**src/rtl/hwpe_stream_copy_source_delayed_pkg.sv**
```systemverilog
// Shared constants and helpers for the delayed copy-source checker.
// The counter helper lets any counter width up to 32 bits reuse one saturating increment.
package hwpe_stream_copy_source_delayed_pkg;

    localparam int unsigned COPY_MAX_DELAY = 16;

    // Increment without wrapping; the limit is 2**width - 1.
    function automatic logic [31:0] copy_sat_inc(input logic [31:0] cnt,
                                                 input int unsigned width);
        logic [31:0] max_val;
        max_val = (width >= 32) ? 32'hFFFF_FFFF : ((32'd1 << width) - 32'd1);
        return (cnt >= max_val) ? max_val : cnt + 32'd1;
    endfunction

endpackage

```
**src/rtl/hwpe_stream_copy_source_delayed_if.sv**
```systemverilog
// HWPE stream bundle (valid/ready/data/strb) used by the normal and copy networks.
interface hwpe_stream_copy_source_delayed_if #(
    parameter int unsigned DATA_WIDTH = 32
);
    localparam int unsigned STRB_WIDTH = DATA_WIDTH / 8;

    logic                  valid;
    logic                  ready;
    logic [DATA_WIDTH-1:0] data;
    logic [STRB_WIDTH-1:0] strb;

    modport source  (output valid, data, strb, input ready);
    modport sink    (input valid, data, strb, output ready);
    modport monitor (input valid, ready, data, strb);
endinterface

```
**src/rtl/hwpe_stream_copy_delay_line.sv**
```systemverilog
// DEPTH-stage free-running shift register; only the oldest stage is visible.
module hwpe_stream_copy_delay_line #(
    parameter int unsigned DEPTH  = 1,
    parameter type         slot_t = logic
) (
    input  logic  clk_i,
    input  logic  rst_ni,
    input  logic  clear_i,
    input  slot_t slot_i,
    output slot_t slot_o
);

    slot_t stage_q [DEPTH];
    slot_t stage_d [DEPTH];

    always_comb begin
        stage_d[0] = slot_i;
        for (int i = 1; i < DEPTH; i++) begin
            stage_d[i] = stage_q[i-1];
        end
        if (clear_i) begin
            for (int i = 0; i < DEPTH; i++) begin
                stage_d[i] = '0;
            end
        end
    end

    always_ff @(posedge clk_i or negedge rst_ni) begin
        if (!rst_ni) begin
            for (int i = 0; i < DEPTH; i++) begin
                stage_q[i] <= '0;
            end
        end else begin
            for (int i = 0; i < DEPTH; i++) begin
                stage_q[i] <= stage_d[i];
            end
        end
    end

    assign slot_o = stage_q[DEPTH-1];

endmodule

```
**src/rtl/hwpe_stream_copy_source_delayed.sv**
```systemverilog
// Drives a DELAY-cycle-shifted replica of a monitored stream into a copy network and flags
// any cycle where the copy ready disagrees with the equally delayed normal ready.
module hwpe_stream_copy_source_delayed
    import hwpe_stream_copy_source_delayed_pkg::*;
#(
    parameter int unsigned DATA_WIDTH = 32,
    parameter int unsigned DELAY      = 1,
    parameter int unsigned CNT_WIDTH  = 8
) (
    input  logic                 clk_i,
    input  logic                 rst_ni,
    input  logic                 clear_i,
    hwpe_stream_copy_source_delayed_if.monitor normal_i,
    hwpe_stream_copy_source_delayed_if.source  copy_o,
    output logic                 fault_detected_o,
    output logic                 fault_sticky_o,
    output logic [CNT_WIDTH-1:0] fault_count_o
);

    localparam int unsigned STRB_WIDTH = DATA_WIDTH / 8;
    localparam int unsigned LINE_DEPTH = (DELAY > COPY_MAX_DELAY) ? COPY_MAX_DELAY : DELAY;

    typedef struct packed {
        logic                  valid;
        logic                  ready;
        logic                  slot;
        logic [STRB_WIDTH-1:0] strb;
        logic [DATA_WIDTH-1:0] data;
    } copy_slot_t;

    logic mismatch;

    generate
        if (LINE_DEPTH == 0) begin : g_comb
            assign copy_o.valid = normal_i.valid;
            assign copy_o.data  = normal_i.data;
            assign copy_o.strb  = normal_i.strb;
            assign mismatch     = (normal_i.ready != copy_o.ready);
        end else begin : g_delay
            copy_slot_t head;
            copy_slot_t tail;

            always_comb begin
                head.valid = normal_i.valid;
                head.ready = normal_i.ready;
                head.slot  = 1'b1;
                head.strb  = normal_i.strb;
                head.data  = normal_i.data;
            end

            hwpe_stream_copy_delay_line #(
                .DEPTH  (LINE_DEPTH),
                .slot_t (copy_slot_t)
            ) i_delay_line (
                .clk_i   (clk_i),
                .rst_ni  (rst_ni),
                .clear_i (clear_i),
                .slot_i  (head),
                .slot_o  (tail)
            );

            assign copy_o.valid = tail.valid;
            assign copy_o.data  = tail.data;
            assign copy_o.strb  = tail.strb;
            // An empty slot means the copy ready is not yet defined, so it is ignored.
            assign mismatch     = tail.slot && (tail.ready != copy_o.ready);
        end
    endgenerate

    logic                 fault_det_d, fault_det_q;
    logic                 fault_sticky_d, fault_sticky_q;
    logic [CNT_WIDTH-1:0] fault_cnt_d, fault_cnt_q;

    always_comb begin
        fault_det_d    = 1'b0;
        fault_sticky_d = fault_sticky_q;
        fault_cnt_d    = fault_cnt_q;
        if (clear_i) begin
            fault_sticky_d = 1'b0;
            fault_cnt_d    = '0;
        end else if (mismatch) begin
            fault_det_d    = 1'b1;
            fault_sticky_d = 1'b1;
            fault_cnt_d    = CNT_WIDTH'(copy_sat_inc(32'(fault_cnt_q), CNT_WIDTH));
        end
    end

    always_ff @(posedge clk_i or negedge rst_ni) begin
        if (!rst_ni) begin
            fault_det_q    <= 1'b0;
            fault_sticky_q <= 1'b0;
            fault_cnt_q    <= '0;
        end else begin
            fault_det_q    <= fault_det_d;
            fault_sticky_q <= fault_sticky_d;
            fault_cnt_q    <= fault_cnt_d;
        end
    end

    assign fault_detected_o = fault_det_q;
    assign fault_sticky_o   = fault_sticky_q;
    assign fault_count_o    = fault_cnt_q;

endmodule

```
**src/flat_wrapper.sv**
```systemverilog
// flat-port wrapper written by rule: the top's interface ports become plain ports
module hwpe_stream_copy_source_delayed_flat import hwpe_stream_copy_source_delayed_pkg::*;
#(
    parameter int unsigned DATA_WIDTH = 32,
    parameter int unsigned DELAY      = 1,
    parameter int unsigned CNT_WIDTH  = 8
)
  (clk_i, rst_ni, clear_i, fault_detected_o, fault_sticky_o, fault_count_o, normal_i_valid, normal_i_ready, normal_i_data, normal_i_strb, copy_o_valid, copy_o_data, copy_o_strb, copy_o_ready);
  hwpe_stream_copy_source_delayed_if #(.DATA_WIDTH(DATA_WIDTH)) normal_i_i ();
  hwpe_stream_copy_source_delayed_if #(.DATA_WIDTH(DATA_WIDTH)) copy_o_i ();
  input  logic clk_i;
  input  logic rst_ni;
  input  logic clear_i;
  output logic fault_detected_o;
  output logic fault_sticky_o;
  output logic [CNT_WIDTH-1:0] fault_count_o;
  input wire logic [$bits(normal_i_i.valid)-1:0] normal_i_valid;
  input wire logic [$bits(normal_i_i.ready)-1:0] normal_i_ready;
  input wire logic [$bits(normal_i_i.data)-1:0] normal_i_data;
  input wire logic [$bits(normal_i_i.strb)-1:0] normal_i_strb;
  output wire logic [$bits(copy_o_i.valid)-1:0] copy_o_valid;
  output wire logic [$bits(copy_o_i.data)-1:0] copy_o_data;
  output wire logic [$bits(copy_o_i.strb)-1:0] copy_o_strb;
  input wire logic [$bits(copy_o_i.ready)-1:0] copy_o_ready;
  assign normal_i_i.valid = normal_i_valid;
  assign normal_i_i.ready = normal_i_ready;
  assign normal_i_i.data = normal_i_data;
  assign normal_i_i.strb = normal_i_strb;
  assign copy_o_valid = copy_o_i.valid;
  assign copy_o_data = copy_o_i.data;
  assign copy_o_strb = copy_o_i.strb;
  assign copy_o_i.ready = copy_o_ready;
  hwpe_stream_copy_source_delayed #(.DATA_WIDTH(DATA_WIDTH), .DELAY(DELAY), .CNT_WIDTH(CNT_WIDTH)) u_core (.clk_i(clk_i), .rst_ni(rst_ni), .clear_i(clear_i), .normal_i(normal_i_i), .copy_o(copy_o_i), .fault_detected_o(fault_detected_o), .fault_sticky_o(fault_sticky_o), .fault_count_o(fault_count_o));
endmodule
```
**config.mk**
```make
export PLATFORM = sky130hd
export DESIGN_NAME = hwpe_stream_copy_source_delayed_flat
export DESIGN_NICKNAME = d
export VERILOG_FILES = /design/src/rtl/hwpe_stream_copy_source_delayed_pkg.sv /design/src/rtl/hwpe_stream_copy_source_delayed_if.sv /design/src/rtl/hwpe_stream_copy_delay_line.sv /design/src/rtl/hwpe_stream_copy_source_delayed.sv /design/src/flat_wrapper.sv
export SDC_FILE = /design/constraint.sdc
export NUM_CORES = 1
export LEC_CHECK = 0
export ABC_AREA = 1
export CELL_PAD_IN_SITES_DETAIL_PLACEMENT = 0
export CELL_PAD_IN_SITES_GLOBAL_PLACEMENT = 1
export CORE_UTILIZATION = 26
export DETAILED_ROUTE_END_ITERATION = 7
export PLACE_DENSITY_LB_ADDON = 0.15
export SLEW_MARGIN = 5
export SYNTH_ARGS = -nofsm -noshare
export SYNTH_HDL_FRONTEND = slang
export SYNTH_HIERARCHICAL = 1
export SYNTH_SLANG_ARGS = --single-unit
```
**constraint.sdc**
```tcl
create_clock -name clk_i -period 1 [get_ports clk_i]
set_input_delay 0.25 -clock clk_i [delete_from_list [all_inputs] [get_ports clk_i]]
set_output_delay 0.25 -clock clk_i [all_outputs]
set_load 0.01 [all_outputs]
```
==> metrics <==
status finished with violations; failing checks negative setup slack; first-pass GRT wire length 6910 um; Final Wtd Congestion approximately 0.73; DP Wirelength 2950 um; starting DRC count in detailed routing 38; drt total wl ~4400 um; total track usage 12.1%; clock net sink count 49; Storage cell area 1230 um^2; Buf/Inv on CP 1; Setup TNS Final -4.10 ns; number of global-route vias before repair 1530; Min-Delay Path Class in2reg; wire length per cell 10.6 um; Finished Layout Cells 418; worst-path cell chain buf_6, ha_4, nand2_4, nor2_4, nand2_4, nand3_2, nand2_2, o21ai_2; fill cell count 766; RSZ-0062 raised after global routing true; total congestion overflow 0; H-tree depth 2; Routed Antenna Nets 0; post-synth top area share 63.4%; Clock Path Buffers 2; Crit path top cell by count nand2_4; mapped cell area 1930 um^2; Final Critical Period approximately 1.2 ns; Max IR drop VDD 616 uV; Syn Nets between 200 and 250; CP max-delay cell dfrtp_1; Worst-path clk slew around 0.090 ns; fmax 821 MHz; unique cell type count in the Yosys netlist 18; die area 7780 um^2; Ant. Diodes 0; pwr/cell area between 1000 and 1500 nW/um^2; Post-Synthesis Cells just over 200; Synth area leader dfrtp_1; Pins Over Slew Limit 0; I/O pins 89; cell family with most CP delay flip-flops; DR DRC count 0; critical path class reg2reg; Worst EP required about 1.2 ns; Final setup viols 56; layer with the highest usage met2; Worst Setup SP u_core/fault_count_o[0]$_DFFE_PN0P_; chip height 88.2 um; share of cells above drive strength 1 32.3%; largest net degree at the start of global routing 50; Clk Latency, worst-skew pair 0.29 ns; via-per-instance ratio 3.85; initial antenna violation count 0; Crit path arrival time 1.41 ns; clk root buf clkbuf_8; met2 Usage GRT 19.4%; Core ar. 7210 um^2; LEAKAGE between 0.0015 and 0.002 uW; P&R area growth vs syn 60.6%; Critical Path Fanout Max 6; Rows 31; hold_ws 0.306 ns; DR pass1 iterations 4; Layout Utilization 43.0%; Design Area, Final 3100 um^2; placed inst area 3030 um^2; CTS tree done; Critical Path Source Type flip-flop; cts bufs inserted 5; placed insts 403; GRT met1 Usage 13.0%; clock skew 0.00346 ns; Initial Utilization 26.8%; Crit. End Element flip-flop; area taken by multi-input logic gates 548 um^2; Final Worst Setup Slack -0.218 ns; Hold Startpoint clear_i; Seq/Total Area, Yosys 63.4%; Synth warnings 6; Die Width 88.2 um; nets 361; Area contributors post-synth dfrtp_1, inv_1, nor2_1, nand2_1, o21ai_2; via count between 1.5k and 2k; Slowest Stage Delay on Critical Path 0.40 ns; final hold vios 0; worst r2r src u_core/fault_count_o[0]$_DFFE_PN0P_; FF+latch count, synth 49; PortBufs 88; GR Util met3 7.00%; max_cap viols 0; Mean Syn Cell Area 9.38 um^2; Tcrit/Tclk final 122%
worst register-to-register path: stages, from the launching register on:
cell and delay (ns):
dfrtp_1 0.40, buf_6 0.13, ha_4 0.16, nand2_4 0.07
nor2_4 0.05, nand2_4 0.11, nand3_2 0.08, nand2_2 0.07
o21ai_2 0.04
state kept, by name (all words and copies together) (netlist names):
signal	count
u_core/fault_count_o	8
u_core/fault_detected_o	1
u_core/fault_sticky_o	1
u_core/g_delay.i_delay_line/slot_o	39
power breakdown:
group,internal (uW),switching (uW)
logic,309,252
registers,2070,27.4
clock network,640,658
through the flow:
step                power (uW)  setup slack (ns)
floorplan                 2300            -0.154
global placement          2710            -0.392
detailed placement        2720            -0.415
CTS                       4020            -0.230
global route              4190            -0.288
finish                    3950            -0.218
area by class of cell:
| class | instances | area share (%) |
|---|---|---|
| sequential | 49 | 39.5 |
| timing repair buffer | 108 | 29.2 |
| multi-input combinational | 103 | 17.7 |
| inverter | 51 | 6.25 |
| tap | 99 | 3.99 |
| clock buffer | 7 | 3.10 |
| clock inverter | 1 | 0.282 |
routing by layer:
| metal | part of all wire [%] | up-vias |
|---|---|---|
| met5 | 0 | - |
| met4 | 0.61 | 0 |
| met3 | 11 | 2 |
| met2 | 48 | 53 |
| met1 | 40 | 743 |
| li1 | - | 810 |
Yosys cell counts:
cell type / n
a21oi_1: 1
buf_2: 2
buf_6: 2
conb_1: 1
dfrtp_1: 49
ha_1: 1
inv_1: 49
inv_2: 2
nand2_1: 28
nand2_2: 4
nand2_4: 1
nand3_1: 8
nand4_1: 1
nor2_1: 46
nor2_4: 2
nor2_8: 1
o21ai_0: 3
o21ai_2: 5
cell families (layout without fill, tap and decap cells):
kind of cell | after synthesis | count (layout) | synth area share [%]
flops | 49 | 49 | 63.4
other cells | 1 | 1 | 0.194
fa+ha+maj | 1 | 1 | 0.647
simple gates | 91 | 92 | 20.8
compound gates | 9 | 9 | 3.30
buf+inv | 55 | 167 | 11.6
timing repair:
item                       CTS  global route
hold endpoints to repair    49             0
pin swaps                    5            10
gates resized for setup    200            21
hold buffers                 1             0
cloned                       0             1
setup endpoints to repair   56            56
setup buffers                2             3
worst paths after layout:
kind / to / slack (ns) / depth (start not counted)
max in group asynchronous: u_core/fault_count_o[1]$_DFFE_PN0P_ / 0.31 / 3
max: u_core/fault_count_o[4]$_DFFE_PN0P_ / -0.22 / 8
min in group asynchronous: u_core/g_delay.i_delay_line/slot_o[32]$_DFF_PN0_ / 0.46 / 3
max reg2reg: u_core/fault_count_o[4]$_DFFE_PN0P_ / -0.22 / 8
min reg2reg: u_core/fault_count_o[6]$_DFFE_PN0P_ / 0.60 / 3
min: u_core/fault_detected_o$_DFF_PN0_ / 0.31 / 2
cell usage in the layout (no fill, tap or decap), drive strengths merged:
cell,count
nand2,33
nor2,50
conb,1
o21ai,8
buf,68
dlygate4sd3,1
dlygate4sd2,1
dfrtp,49
ha,1
clkdlybuf4s50,38
clkbuf,7
nand4,1
nand3,8
a21oi,1
inv,52
Power figures use the tool's default switching activity.
